**src/rtl/cnn_3d_pkg.sv**
```systemverilog
// rtl/cnn_3d_pkg.sv - shared types and helpers for the 3D CNN pipeline stages
package cnn_3d_pkg;

    localparam int DATA_W_DEF = 16;

    typedef enum logic [1:0] {
        ST_IDLE,
        ST_STREAM,
        ST_FLUSH,
        ST_DONE
    } state_e;

    // Callers sign-extend into the wide argument and truncate back, so one helper serves any width.
    function automatic logic signed [63:0] relu(input logic signed [63:0] x);
        return x[63] ? 64'sd0 : x;
    endfunction

endpackage

```
**src/rtl/cnn_3d_relu_maxpool_if.sv**
```systemverilog
// rtl/cnn_3d_relu_maxpool_if.sv - input/output sample streams of the ReLU + max-pool stage
interface cnn_3d_relu_maxpool_if #(
    parameter int DATA_W = 16
);
    logic signed [DATA_W-1:0] in_data;
    logic                     in_valid;
    logic                     in_ready;
    logic signed [DATA_W-1:0] out_data;
    logic                     out_valid;
    logic                     out_ready;
    logic                     out_last;

    modport master (
        output in_data, in_valid, out_ready,
        input  in_ready, out_data, out_valid, out_last
    );

    modport slave (
        input  in_data, in_valid, out_ready,
        output in_ready, out_data, out_valid, out_last
    );
endinterface

```
**src/rtl/cnn_3d_idx_counter.sv**
```systemverilog
// rtl/cnn_3d_idx_counter.sv - nested col/row/depth/filter raster counter with last flag
module cnn_3d_idx_counter #(
    parameter int SIZE        = 4,
    parameter int NUM_FILTERS = 3,
    parameter int IDX_W       = $clog2(SIZE),
    parameter int FIL_W       = (NUM_FILTERS > 1) ? $clog2(NUM_FILTERS) : 1
) (
    input  logic             clk,
    input  logic             reset_n,
    input  logic             clear_i,
    input  logic             adv_i,
    output logic [IDX_W-1:0] col_o,
    output logic [IDX_W-1:0] row_o,
    output logic             dep_lsb_o,
    output logic             last_o
);
    logic [IDX_W-1:0] col_q, col_d, row_q, row_d, dep_q, dep_d;
    logic [FIL_W-1:0] fil_q, fil_d;
    logic             col_max, row_max, dep_max, fil_max;

    assign col_max = (col_q == IDX_W'(SIZE - 1));
    assign row_max = (row_q == IDX_W'(SIZE - 1));
    assign dep_max = (dep_q == IDX_W'(SIZE - 1));
    assign fil_max = (fil_q == FIL_W'(NUM_FILTERS - 1));

    always_comb begin
        col_d = col_q;
        row_d = row_q;
        dep_d = dep_q;
        fil_d = fil_q;
        if (clear_i) begin
            col_d = '0;
            row_d = '0;
            dep_d = '0;
            fil_d = '0;
        end else if (adv_i) begin
            col_d = col_max ? '0 : col_q + 1'b1;
            if (col_max) begin
                row_d = row_max ? '0 : row_q + 1'b1;
                if (row_max) begin
                    dep_d = dep_max ? '0 : dep_q + 1'b1;
                    if (dep_max) begin
                        fil_d = fil_max ? '0 : fil_q + 1'b1;
                    end
                end
            end
        end
    end

    always_ff @(posedge clk or negedge reset_n) begin
        if (!reset_n) begin
            col_q <= '0;
            row_q <= '0;
            dep_q <= '0;
            fil_q <= '0;
        end else begin
            col_q <= col_d;
            row_q <= row_d;
            dep_q <= dep_d;
            fil_q <= fil_d;
        end
    end

    assign col_o     = col_q;
    assign row_o     = row_q;
    assign dep_lsb_o = dep_q[0];
    assign last_o    = col_max && row_max && dep_max && fil_max;
endmodule

```
**src/rtl/cnn_3d_relu_maxpool.sv**
```systemverilog
// rtl/cnn_3d_relu_maxpool.sv - ReLU followed by 2x2x2 stride-2 max pooling over raster-ordered result cubes
module cnn_3d_relu_maxpool
    import cnn_3d_pkg::*;
#(
    parameter int IN_SIZE     = 4,
    parameter int NUM_FILTERS = 3,
    parameter int DATA_W      = DATA_W_DEF
) (
    input  logic                  clk,
    input  logic                  reset_n,
    input  logic                  start,
    cnn_3d_relu_maxpool_if.slave  bus,
    output logic                  done
);
    localparam int POOL  = IN_SIZE / 2;
    localparam int IDX_W = (IN_SIZE > 1) ? $clog2(IN_SIZE) : 1;
    localparam int ACC_W = (POOL > 1) ? $clog2(POOL * POOL) : 1;
    localparam int ACC_N = 1 << ACC_W;

    if ((IN_SIZE < 2) || (IN_SIZE % 2 != 0)) begin : g_bad_size
        $error("cnn_3d_relu_maxpool: IN_SIZE must be even and at least 2");
    end

    state_e state_q, state_d;

    logic signed [DATA_W-1:0] acc_q [ACC_N];
    logic signed [DATA_W-1:0] out_data_q;
    logic                     out_valid_q, out_last_q;

    logic [IDX_W-1:0]         col, row;
    logic                     dep_lsb, cnt_last, cnt_clear;
    logic                     in_ready, accept, drain;
    logic                     win_first, win_final;
    logic [ACC_W-1:0]         acc_idx;
    logic signed [DATA_W-1:0] relu_v, acc_cur, max_v;

    cnn_3d_idx_counter #(
        .SIZE        (IN_SIZE),
        .NUM_FILTERS (NUM_FILTERS),
        .IDX_W       (IDX_W)
    ) u_idx (
        .clk       (clk),
        .reset_n   (reset_n),
        .clear_i   (cnt_clear),
        .adv_i     (accept),
        .col_o     (col),
        .row_o     (row),
        .dep_lsb_o (dep_lsb),
        .last_o    (cnt_last)
    );

    assign relu_v    = DATA_W'(relu(64'(bus.in_data)));
    assign acc_idx   = ACC_W'(int'(row >> 1) * POOL + int'(col >> 1));
    assign acc_cur   = acc_q[acc_idx];
    assign max_v     = (relu_v > acc_cur) ? relu_v : acc_cur;
    assign win_first = !dep_lsb && !row[0] && !col[0];
    assign win_final = dep_lsb && row[0] && col[0];
    assign accept    = bus.in_valid && in_ready;
    assign drain     = out_valid_q && bus.out_ready;

    always_comb begin
        state_d   = state_q;
        in_ready  = 1'b0;
        cnt_clear = 1'b0;
        done      = 1'b0;
        unique case (state_q)
            ST_IDLE: begin
                if (start) begin
                    state_d   = ST_STREAM;
                    cnt_clear = 1'b1;
                end
            end
            ST_STREAM: begin
                in_ready = !out_valid_q || bus.out_ready;
                if (accept && cnt_last) begin
                    state_d = ST_FLUSH;
                end
            end
            ST_FLUSH: begin
                if (drain && out_last_q) begin
                    state_d = ST_DONE;
                end
            end
            ST_DONE: begin
                done    = 1'b1;
                state_d = ST_IDLE;
            end
        endcase
    end

    always_ff @(posedge clk or negedge reset_n) begin
        if (!reset_n) begin
            state_q <= ST_IDLE;
        end else begin
            state_q <= state_d;
        end
    end

    // A load always wins over a drain: in_ready guarantees the old output is leaving that cycle.
    always_ff @(posedge clk or negedge reset_n) begin
        if (!reset_n) begin
            for (int i = 0; i < ACC_N; i++) begin
                acc_q[i] <= '0;
            end
            out_data_q  <= '0;
            out_valid_q <= 1'b0;
            out_last_q  <= 1'b0;
        end else begin
            if (accept) begin
                acc_q[acc_idx] <= win_first ? relu_v : max_v;
            end
            if (accept && win_final) begin
                out_data_q  <= max_v;
                out_valid_q <= 1'b1;
                out_last_q  <= cnt_last;
            end else if (drain) begin
                out_valid_q <= 1'b0;
                out_last_q  <= 1'b0;
            end
        end
    end

    assign bus.in_ready  = in_ready;
    assign bus.out_data  = out_data_q;
    assign bus.out_valid = out_valid_q;
    assign bus.out_last  = out_last_q;
endmodule
```
**src/flat_wrapper.sv**
```systemverilog
// flat-port wrapper written by rule: the top's interface ports become plain ports
module cnn_3d_relu_maxpool_flat import cnn_3d_pkg::*;
#(
    parameter int IN_SIZE     = 4,
    parameter int NUM_FILTERS = 3,
    parameter int DATA_W      = DATA_W_DEF
)
  (clk, reset_n, start, done, bus_in_data, bus_in_valid, bus_out_ready, bus_in_ready, bus_out_data, bus_out_valid, bus_out_last);
  cnn_3d_relu_maxpool_if #(.DATA_W(DATA_W)) bus_i ();
  input  logic clk;
  input  logic reset_n;
  input  logic start;
  output logic done;
  input wire logic [$bits(bus_i.in_data)-1:0] bus_in_data;
  input wire logic [$bits(bus_i.in_valid)-1:0] bus_in_valid;
  input wire logic [$bits(bus_i.out_ready)-1:0] bus_out_ready;
  output wire logic [$bits(bus_i.in_ready)-1:0] bus_in_ready;
  output wire logic [$bits(bus_i.out_data)-1:0] bus_out_data;
  output wire logic [$bits(bus_i.out_valid)-1:0] bus_out_valid;
  output wire logic [$bits(bus_i.out_last)-1:0] bus_out_last;
  assign bus_i.in_data = bus_in_data;
  assign bus_i.in_valid = bus_in_valid;
  assign bus_i.out_ready = bus_out_ready;
  assign bus_in_ready = bus_i.in_ready;
  assign bus_out_data = bus_i.out_data;
  assign bus_out_valid = bus_i.out_valid;
  assign bus_out_last = bus_i.out_last;
  cnn_3d_relu_maxpool #(.IN_SIZE(IN_SIZE), .NUM_FILTERS(NUM_FILTERS), .DATA_W(DATA_W)) u_core (.clk(clk), .reset_n(reset_n), .start(start), .bus(bus_i), .done(done));
endmodule
```
**config.mk**
```make
export PLATFORM = sky130hd
export DESIGN_NAME = cnn_3d_relu_maxpool_flat
export DESIGN_NICKNAME = d
export VERILOG_FILES = /design/src/rtl/cnn_3d_pkg.sv /design/src/rtl/cnn_3d_relu_maxpool_if.sv /design/src/rtl/cnn_3d_idx_counter.sv /design/src/rtl/cnn_3d_relu_maxpool.sv /design/src/flat_wrapper.sv
export SDC_FILE = /design/constraint.sdc
export NUM_CORES = 1
export LEC_CHECK = 0
export CORE_UTILIZATION = 50
export DETAILED_ROUTE_END_ITERATION = 6
export PLACE_DENSITY = 0.7
export SETUP_SLACK_MARGIN = 0.3
export SLEW_MARGIN = 20
export SYNTH_ARGS = -nofsm -noshare
export SYNTH_HDL_FRONTEND = slang
export SYNTH_HIERARCHICAL = 1
export SYNTH_SLANG_ARGS = --single-unit
```
**constraint.sdc**
```tcl
create_clock -name clk -period 9.4 [get_ports clk]
set_input_delay 0.94 -clock clk [delete_from_list [all_inputs] [get_ports clk]]
set_output_delay 0.94 -clock clk [all_outputs]
set_load 0.01 [all_outputs]
```
==> impl_metrics.json, run 1 <==
{
  "slew_headroom_pct": 26.8,
  "hpwl_mm": 8.47,
  "drt-total-wl_mm": 12.5,
  "finalSetupTns_ns": 0,
  "dieArea_sq_um": 10800,
  "ant_nets": 0,
  "cts-hold-fix-buffers": 0,
  "fin_skew_ns": 0.00905,
  "crit_chain": "buf_4 > mux2_2 > o21ai_0 > ha_1 > a21o_1 > a2111oi_0 > nand4_1 > nand3_1 > a31oi_1",
  "total_power_mw": 1.95,
  "cts_setup_buffers": 0,
  "whs_ns": 0.499,
  "outcome": "finished clean",
  "viasPerCell": 6.07,
  "p_leak_nw": 2.46,
  "diodes": 0,
  "synth_top_area_share_pct": 44.2,
  "start_util_pct": 52.5,
  "ys_warn_count": 6,
  "cts_htree_levels": 3,
  "rsz0062_at_grt": "false",
  "routed-via-count": 4199,
  "yosysSeqAreaShare_pct": 44.2,
  "synth_enable_flop_cells": 0,
  "ys_ff_latch": 92,
  "antenna_found_initial": 0,
  "ctsResizeCount": 0,
  "insertion_delay_ns": 0.36,
  "num_io_pins": 41,
  "syn_inst": 535,
  "avgSynthCellArea_sq_um": 9.73,
  "gp_congestion": 0.918,
  "critPathKind": "flip-flop to flip-flop",
  "yosysUniqueCellTypes": 45,
  "grt_pass1_wl_mm": 21.3,
  "firstDrtPassIters": 5,
  "hold_violations": 0,
  "netlist_area_sq_um": 5200,
  "async_flop_share_pct": 100,
  "ir_drop_mv": 0.160,
  "grt_pass1_vias": 4103,
  "drive_above_1_share_pct": 13.1,
  "wl_per_cell_um": 18.1,
  "drt_iter0_markers": 264,
  "finalCritPeriodShare_pct": 46.2,
  "timing.critical_path.required_ns": 9.62,
  "coreArea_sq_um": 9910,
  "grtUsageTotal_pct": 24.9,
  "period_minus_slack_ns": 4.34,
  "drcViolationCount": 0,
  "synthTopCellsByArea": "dfrtp_1, a31oi_1, nor2_1",
  "nets": 598,
  "die-width_um": 104,
  "clock-root-buffer": "clkbuf_8",
  "critPathCaptureType": "flip-flop",
  "port_buffers": 40,
  "arrival_ns": 4.56,
  "syn_nets": 579,
  "drv_slew": 0,
  "critPathMaxStageDelay_ns": 0.84,
  "min_path_type": "flip-flop to flip-flop",
  "cellPowerDensity_nw_per_um2": 331,
  "numCtsBuffers": 9,
  "tightest_slew_ns": 1.10,
  "dieHeight_um": 104,
  "finalSetupViolCount": 0,
  "fmax_mhz": 230,
  "cp_max_fo": 37,
  "slowest_stage": "nand4_1",
  "num_rows": 36,
  "numClockSinks": 92,
  "grt_max_degree": 61,
  "critPathLaunchType": "flip-flop",
  "cts_buffer_depth": 2,
  "drv_cap": 0,
  "cts_tree": "built",
  "overflow": 0,
  "syn_to_final_growth_pct": 12.9,
  "synthFlopType": "dfrtp_1",
  "synth.largest_area_cell": "dfrtp_1",
  "clk_pin_slew_ns": 0.09
}
==> logic make-up (layout without fill, tap and decap cells) <==
logic type	Yosys count	in the layout	share of synthesized area (%)
simple gates	197	197	20.2
compound gates	139	139	18.0
mux	37	37	7.79
flops	92	92	44.2
buf+inv	47	71	4.28
fa+ha+maj	23	23	5.53
==> layout by cell type, fill, tap and decap left out, drive strengths merged <==
| cell | n |
|---|---|
| buf | 11 |
| clkinvlp | 1 |
| or3b | 2 |
| clkdlybuf4s50 | 39 |
| nor3 | 4 |
| mux4 | 1 |
| inv | 5 |
| and4 | 2 |
| nor3b | 1 |
| and2 | 3 |
| a22oi | 1 |
| nand4bb | 1 |
| mux2i | 18 |
| nand3b | 1 |
| ha | 23 |
| nand2 | 27 |
| a2111oi | 1 |
| or3 | 1 |
| clkinv | 4 |
| a21oi | 9 |
| nor2 | 82 |
| nor4b | 14 |
| clkbuf | 9 |
| a21o | 2 |
| or4 | 3 |
| a211oi | 15 |
| bufinv | 2 |
| a31oi | 60 |
| nand4 | 6 |
| nor2b | 20 |
| o21ai | 34 |
| a211o | 14 |
| dfrtp | 92 |
| o211ai | 1 |
| nand2b | 7 |
| mux2 | 18 |
| nand3 | 19 |
| and3 | 2 |
| a21bo | 2 |
| and2b | 2 |
==> layout make-up <==
cell class	count	area, sq um
Timing Repair Buffer	50	473
Multi-Input combinational cell	396	2700
Tap cell	133	166
Clock buffer	9	124
Sequential cell	92	2300
Clock inverter	7	91.3
Inverter	5	18.8
Fill cell	867	4030
==> worst paths after layout <==
| kind | start | to | slack [ns] | cells past startpoint |
|---|---|---|---|---|
| setup / recovery | u_core/u_idx/row_o[1] | u_core/acc_q[5] | 5.06 | 9 |
| hold / removal | u_core/bus.out_data[3] | u_core/bus.out_data[3] | 0.50 | 1 |
| setup reg to reg | u_core/u_idx/row_o[1] | u_core/acc_q[5] | 5.06 | 9 |
| hold reg to reg | u_core/bus.out_data[3] | u_core/bus.out_data[3] | 0.50 | 1 |
| max in group asynchronous | reset_n | u_core/acc_q[42] | 7.78 | 2 |
| min in group asynchronous | reset_n | u_core/state_q[0] | 0.51 | 1 |
==> synth_stat cells, types with 2 or more instances <==
| cell | number |
|---|---|
| nor2b_1 | 20 |
| a21bo_2 | 2 |
| a21oi_1 | 9 |
| o21ai_1 | 15 |
| buf_1 | 4 |
| and4_1 | 2 |
| nor3_1 | 4 |
| buf_4 | 3 |
| nor4b_1 | 14 |
| nand3_1 | 10 |
| and2_1 | 3 |
| nand4_1 | 6 |
| a211oi_1 | 5 |
| or3b_1 | 2 |
| or4_1 | 2 |
| and3_1 | 2 |
| buf_6 | 3 |
| nand3_2 | 9 |
| buf_2 | 10 |
| a211oi_2 | 10 |
| and2b_1 | 2 |
| a21o_1 | 2 |
| ha_1 | 23 |
| nand2b_1 | 7 |
| mux2i_1 | 18 |
| dfrtp_1 | 92 |
| mux2_2 | 16 |
| o21ai_0 | 19 |
| a211o_1 | 14 |
| a31oi_1 | 60 |
| nand2_1 | 27 |
| mux2_1 | 2 |
| inv_1 | 4 |
| nor2_1 | 82 |
| clkbuf_1 | 22 |
==> critical path: cells and delay by family, from the launching register on <==
kind / cells / cell delay [ns]
buffers and inverters: 1 / 0.47
AO/OA/AOI/OAI: 4 / 1.25
adder cells (fa/ha/maj): 1 / 0.36
multiplexers: 1 / 0.39
flip-flops: 1 / 0.33
AND/OR/NAND/NOR: 2 / 1.36
==> flip-flops by register name, summed over array words and instances, names as in the netlist <==
register	count
u_core/acc_q	64
u_core/bus.out_data	16
u_core/bus.out_last	1
u_core/bus.out_valid	1
u_core/state_q	2
u_core/u_idx/col_o	2
u_core/u_idx/dep_q	2
u_core/u_idx/fil_q	2
u_core/u_idx/row_o	2
==> per-stage QoR <==
| stage | std cells | utilization [%] | setup slack (ns) | area (sq um) |
|---|---|---|---|---|
| floorplan | 535 | - | 5.95 | 5200 |
| global placement | 676 | 57.1 | 4.88 | 5660 |
| detailed placement | 676 | 57.1 | 4.77 | 5660 |
| CTS | 692 | 59.3 | 5.11 | 5880 |
| global route | 692 | 59.3 | 4.82 | 5880 |
| finish | 692 | 59.3 | 5.06 | 5880 |
==> report_power, final <==
group          internal [mW]  total [mW]  switching, mW  leakage [nW]
clock network          0.149       0.291          0.142         0.109
logic                  0.386        1.00          0.616          1.25
registers              0.564       0.655         0.0914          1.10
==> per-layer routing <==
metal,part of all wire [%],vias up,track usage (%)
li1,-,1991,-
met1,47,2074,34.6
met2,47,123,39.4
met3,5.1,11,5.45
met4,1.2,0,6.94
met5,0,-,0
(Power assumes the default switching activity.)
==> run 2, diff against run 1 <==
--- a/config.mk
+++ b/config.mk
@@ -7,7 +7,7 @@
 export LEC_CHECK = 0
 export CORE_UTILIZATION = 50
 export DETAILED_ROUTE_END_ITERATION = 6
-export PLACE_DENSITY = 0.7
+export PLACE_DENSITY = 0.73
 export SETUP_SLACK_MARGIN = 0.3
 export SLEW_MARGIN = 20
 export SYNTH_ARGS = -nofsm -noshare
==> constraint.sdc (replaced) <==
create_clock -name clk -period 3.65 [get_ports clk]
set_input_delay 0.365 -clock clk [delete_from_list [all_inputs] [get_ports clk]]
set_output_delay 0.365 -clock clk [all_outputs]
set_load 0.01 [all_outputs]
==> run 2 against run 1 <==
Clock skew decreased by 0.0051 ns. Clock power increased by 150%. Count of clock-buffer cells in the layout increased by 1. Worst hold slack got worse by 0.40 ns. Via count increased by 6.5%. Die area unchanged. Final cell count increased by 5.1%. Routed wire length increased by 10%. Register-to-register slack got worse by 4.7 ns. Design area increased by 8.2%.
==> impl_metrics.json, run 2 (synthesized netlist as in run 1, its figures left out) <==
{
  "layout_common_cells": "dfrtp_1, nor2_1, a31oi_1",
  "hold_violations": 0,
  "numCtsBuffers": 9,
  "die-width_um": 104,
  "total_power_mw": 5.64,
  "rsz0062_at_grt": "false",
  "grtUsageTotal_pct": 25.8,
  "grt_pass1_vias": 4408,
  "cts_buffer_depth": 2,
  "drt_iter0_markers": 308,
  "fill_cells": 800,
  "drt-total-wl_mm": 13.8,
  "critPathKind": "flip-flop to flip-flop",
  "grt_pass1_wl_mm": 22.1,
  "fmax_mhz": 306,
  "min_path_type": "input pin to async pin",
  "clock-root-buffer": "clkbuf_8",
  "num_io_pins": 41,
  "nets": 633,
  "drv_cap": 0,
  "insertion_delay_ns": 0.37,
  "port_buffers": 40,
  "finalCritPeriodShare_pct": 89.5,
  "num_rows": 36,
  "finalSetupViolCount": 0,
  "finalSetupTns_ns": 0,
  "slew_headroom_pct": 41.8,
  "period_minus_slack_ns": 3.27,
  "clk_pin_slew_ns": 0.09,
  "tightest_slew_ns": 0.873,
  "dieArea_sq_um": 10800,
  "fin_skew_ns": 0.00397,
  "ir_drop_mv": 0.510,
  "antenna_found_initial": 0,
  "firstDrtPassIters": 5,
  "place_area_sq_um": 5920,
  "p_leak_nw": 2.69,
  "cts_htree_levels": 3,
  "gp_congestion": 0.929,
  "wl_per_cell_um": 19.0,
  "syn_to_final_growth_pct": 22.1,
  "critPathCaptureType": "flip-flop",
  "viasPerCell": 6.15,
  "hpwl_mm": 9.22,
  "cts_tree": "built",
  "outcome": "finished clean",
  "design_area_sq_um": 6360,
  "numClockSinks": 92,
  "timing.critical_path.required_ns": 3.96,
  "dieHeight_um": 104,
  "drv_slew": 0,
  "diodes": 0,
  "layout_commonest_cell": "dfrtp_1",
  "arrival_ns": 3.57,
  "drcViolationCount": 0,
  "critPathLaunchType": "flip-flop",
  "largest_reg_flops": 64,
  "coreArea_sq_um": 9910,
  "grt_max_degree": 70,
  "regMostFlops": "u_core/acc_q",
  "start_util_pct": 52.5,
  "ant_nets": 0,
  "cellPowerDensity_nw_per_um2": 888,
  "drive_above_1_share_pct": 23.6,
  "cp_max_fo": 16,
  "overflow": 0,
  "routed-via-count": 4474
}
-- run 2: cell types whose count changed in the layout (fill, tap and decap cells not counted), sizes merged --
cell / previous run / this run
and4: 2 / 3
clkinvlp: 1 / 0
bufinv: 2 / 1
inv: 5 / 6
clkbuf: 9 / 12
buf: 11 / 43
-- run 2: layer usage --
metal / up-vias / global-route usage (%) / share of wire (%)
met5: - / 0 / 0
met4: 0 / 9.29 / 1.9
met3: 22 / 5.39 / 4.8
met2: 148 / 44.0 / 51
met1: 2232 / 32.3 / 42
li1: 2072 / - / -
-- run 2: path summary, 6_finish.rpt --
check / to / startpoint / depth (start not counted) / slack (ns)
hold / removal: u_core/u_idx/fil_q[0] / reset_n / 1 / 0.09
setup / recovery: u_core/bus.out_data[0] / u_core/u_idx/row_o[1] / 11 / 0.38
min in group clk: u_core/bus.out_data[15] / u_core/bus.out_data[15] / 1 / 0.49
setup reg to reg: u_core/bus.out_data[0] / u_core/u_idx/row_o[1] / 11 / 0.38
max in group asynchronous: u_core/bus.out_data[14] / reset_n / 2 / 2.71
hold reg to reg: u_core/bus.out_data[15] / u_core/bus.out_data[15] / 1 / 0.49
-- run 2: what timing repair did --
item | in CTS | in global routing
endpoints found under the setup margin | 75 | 74
pin swaps | 0 | 3
resized for setup | 17 | 30
cloned | 0 | 3
buffers inserted | 0 | 1
hold buffers | 0 | 0
-- run 2: worst max-delay path, cell delays in order (launching register included) --
cell and delay, ns:
dfrtp_2 0.49, buf_12 0.17, buf_12 0.15, mux2_2 0.35, o21ai_2 0.18, ha_1 0.15
nand2_1 0.06, or4_4 0.57, a21o_1 0.22, and4_2 0.23, or4_1 0.51, nand3_1 0.11
-- run 2: cell type report --
class	instances	area (sq um)	share of cell area, %
clock inverter	6	62.6	0.984
multi-input combinational	397	2860	45.0
tap	133	166	2.62
timing repair buffer	84	808	12.7
clock buffer	10	138	2.17
sequential	92	2300	36.2
inverter	5	18.8	0.295
-- run 2: report_power, final --
group / internal [mW] / switching, mW / total, mW
Combinational: 1.40 / 1.82 / 3.22
Sequential: 1.45 / 0.252 / 1.70
Clock: 0.336 / 0.381 / 0.716
-- run 2: through the flow --
| step | setup slack, ns | utilization (%) | std cells | hold WS, ns |
|---|---|---|---|---|
| final | 0.382 | 64.1 | 727 | 0.0938 |
| after global routing | 0.305 | 64.1 | 727 | 0.142 |
| after CTS | 0.293 | 62.3 | 723 | 0.117 |
| after detailed placement | 0.0164 | 59.7 | 707 | 0.472 |
| after global placement | 0.163 | 59.7 | 707 | 0.467 |
| after floorplan | 0.316 | - | 535 | 0.0694 |
==> run 3, diff against run 2 <==
--- a/config.mk
+++ b/config.mk
@@ -5,9 +5,9 @@
 export SDC_FILE = /design/constraint.sdc
 export NUM_CORES = 1
 export LEC_CHECK = 0
-export CORE_UTILIZATION = 50
+export CORE_UTILIZATION = 53
 export DETAILED_ROUTE_END_ITERATION = 6
-export PLACE_DENSITY = 0.73
+export PLACE_DENSITY = 0.76
 export SETUP_SLACK_MARGIN = 0.3
 export SLEW_MARGIN = 20
 export SYNTH_ARGS = -nofsm -noshare
==> run 3 against run 2 <==
Combinational power is essentially flat. Routed wire length grew 2.1%. Largest power group unchanged. Setup slack improved by 0.0084 ns.
==> impl_metrics.json, run 3 (synthesized netlist as in run 1, its figures left out) <==
{
  "coreArea_sq_um": 9370,
  "overflow": 0,
  "dp.cells": 706,
  "design_area_sq_um": 6460,
  "ir_drop_mv": 0.691,
  "viasPerCell": 6.22,
  "num_io_pins": 41,
  "critPathLaunchType": "flip-flop",
  "cellPowerDensity_nw_per_um2": 884,
  "nets": 638,
  "arrival_ns": 3.49,
  "dr_wl_met3_um": 754,
  "regMostFlops": "u_core/acc_q",
  "numCtsBuffers": 9,
  "slew_headroom_pct": 26.9,
  "grt_pass1_wl_mm": 21.9,
  "p_leak_nw": 2.73,
  "insertion_delay_ns": 0.38,
  "outcome": "finished clean",
  "start_util_pct": 55.5,
  "dieHeight_um": 101,
  "rsz0062_at_grt": "false",
  "timing.critical_path.required_ns": 3.88,
  "tightest_slew_ns": 1.09,
  "syn_to_final_growth_pct": 24.2,
  "grt_max_degree": 64,
  "gp_congestion": 0.953,
  "hpwl_mm": 9.20,
  "critPathMaxStageDelay_ns": 0.57,
  "slowest_stage": "or4_4",
  "layout_common_cells": "dfrtp_1, nor2_1, a31oi_1",
  "grtUsageTotal_pct": 28.2,
  "cts_buffer_depth": 2,
  "dieArea_sq_um": 10200,
  "fin_skew_ns": 0.0154,
  "drt_iter0_markers": 316,
  "period_minus_slack_ns": 3.26,
  "clock-root-buffer": "clkbuf_8",
  "fin_cells": 728,
  "firstDrtPassIters": 5,
  "highest_layer": "met4",
  "crit_chain": "buf_12 > buf_6 > mux2_2 > o21ai_1 > buf_4 > ha_1 > nand2_1 > or4_4 > or4_4 > buf_8 > nand3_2 > a31oi_1",
  "met2_wirelength_mm": 7.47,
  "num_rows": 35,
  "drt-total-wl_mm": 14.1,
  "port_buffers": 40,
  "drv_slew": 0,
  "antenna_found_initial": 0,
  "diodes": 0,
  "cts_htree_levels": 3,
  "crit_top_cell": "or4_4",
  "cp_max_fo": 15,
  "numClockSinks": 92,
  "clk_pin_slew_ns": 0.10,
  "largest_reg_flops": 64,
  "whs_ns": 0.0751,
  "fmax_mhz": 307,
  "ant_nets": 0,
  "drcViolationCount": 0,
  "drive_above_1_share_pct": 25.2,
  "layout_commonest_cell": "dfrtp_1",
  "drv_cap": 0,
  "die-width_um": 101,
  "wl_met1_mm": 5.61,
  "critPathKind": "flip-flop to flip-flop",
  "min_path_type": "input pin to async pin",
  "cts_tree": "built",
  "hold_violations": 0,
  "finalSetupViolCount": 0,
  "routed-via-count": 4531,
  "wl_per_cell_um": 19.4,
  "finalCritPeriodShare_pct": 89.3,
  "place_area_sq_um": 5920,
  "critPathCaptureType": "flip-flop",
  "grt_pass1_vias": 4349
}
## run 3: cell count changes in the layout (fill, tap and decap cells not counted), moves of 3 or more
| cell | before | now |
|---|---|---|
| o21ai_1 | 7 | 12 |
| nor4b_2 | 7 | 11 |
| o21ai_2 | 17 | 12 |
| buf_4 | 38 | 43 |
| o21ai_0 | 10 | 7 |
| nor4b_1 | 7 | 1 |
| o21ai_4 | 0 | 3 |
## run 3: repair_timing
item | 4_1_cts | 5_1_grt
buffers inserted | 0 | 4
gates cloned | 1 | 1
pin swaps | 0 | 2
setup endpoints to repair | 75 | 75
hold endpoints to repair | 0 | 0
hold buffers | 0 | 0
gates resized for setup | 13 | 50
## run 3: power by group
part | switching (mW) | total (mW) | internal, mW
registers | 0.287 | 1.74 | 1.45
logic | 1.85 | 3.25 | 1.39
clock network | 0.396 | 0.725 | 0.329
total | 2.54 | 5.71 | 3.18
## run 3: path summary, 6_finish.rpt
| path | from | end | slack [ns] | depth (start not counted) |
|---|---|---|---|---|
| min in group clk | u_core/bus.out_data[0] | u_core/bus.out_data[0] | 0.49 | 2 |
| worst min-delay path | reset_n | u_core/state_q[0] | 0.08 | 1 |
| worst max-delay path | u_core/u_idx/row_o[1] | u_core/acc_q[56] | 0.39 | 12 |
| max in group asynchronous | reset_n | u_core/acc_q[15] | 2.68 | 2 |
| worst max register to register | u_core/u_idx/row_o[1] | u_core/acc_q[56] | 0.39 | 12 |
| worst min register to register | u_core/bus.out_data[0] | u_core/bus.out_data[0] | 0.49 | 2 |
## run 3: critical path, delay by kind of cell, from the launching register on
| kind | cells | cell delay, ns |
|---|---|---|
| AO/OA/AOI/OAI | 2 | 0.24 |
| AND/OR/NAND/NOR | 4 | 1.31 |
| flip-flops | 1 | 0.43 |
| multiplexers | 1 | 0.34 |
| buffers and inverters | 4 | 0.64 |
| adder cells (fa/ha/maj) | 1 | 0.14 |
## run 3: cell type report
class	count	area (sq um)
fillers	714	2910
clock buffers	9	124
repair buffers	90	851
clock inverters	7	81.3
multi-input cells	396	2920
well taps	129	161
inverters	5	18.8
flip-flops and latches	92	2300
## run 3: metrics by stage
stage                     utilization [%]  total power [mW]  TNS, ns  worst slack, ns
after detailed placement             63.2              4.56  -0.0302          -0.0302
after floorplan                         -              3.56        0            0.316
after CTS                            66.0              5.36        0            0.305
after global routing                 69.0              6.06        0            0.296
final                                69.0              5.71        0            0.390
after global placement               63.2              4.44        0           0.0863
## run 3: per-layer routing
metal  GRT usage [%]  vias up
met2            49.9      155
met5               0        -
li1                -     2085
met4            11.0        0
met1            34.3     2264
met3            4.30       27
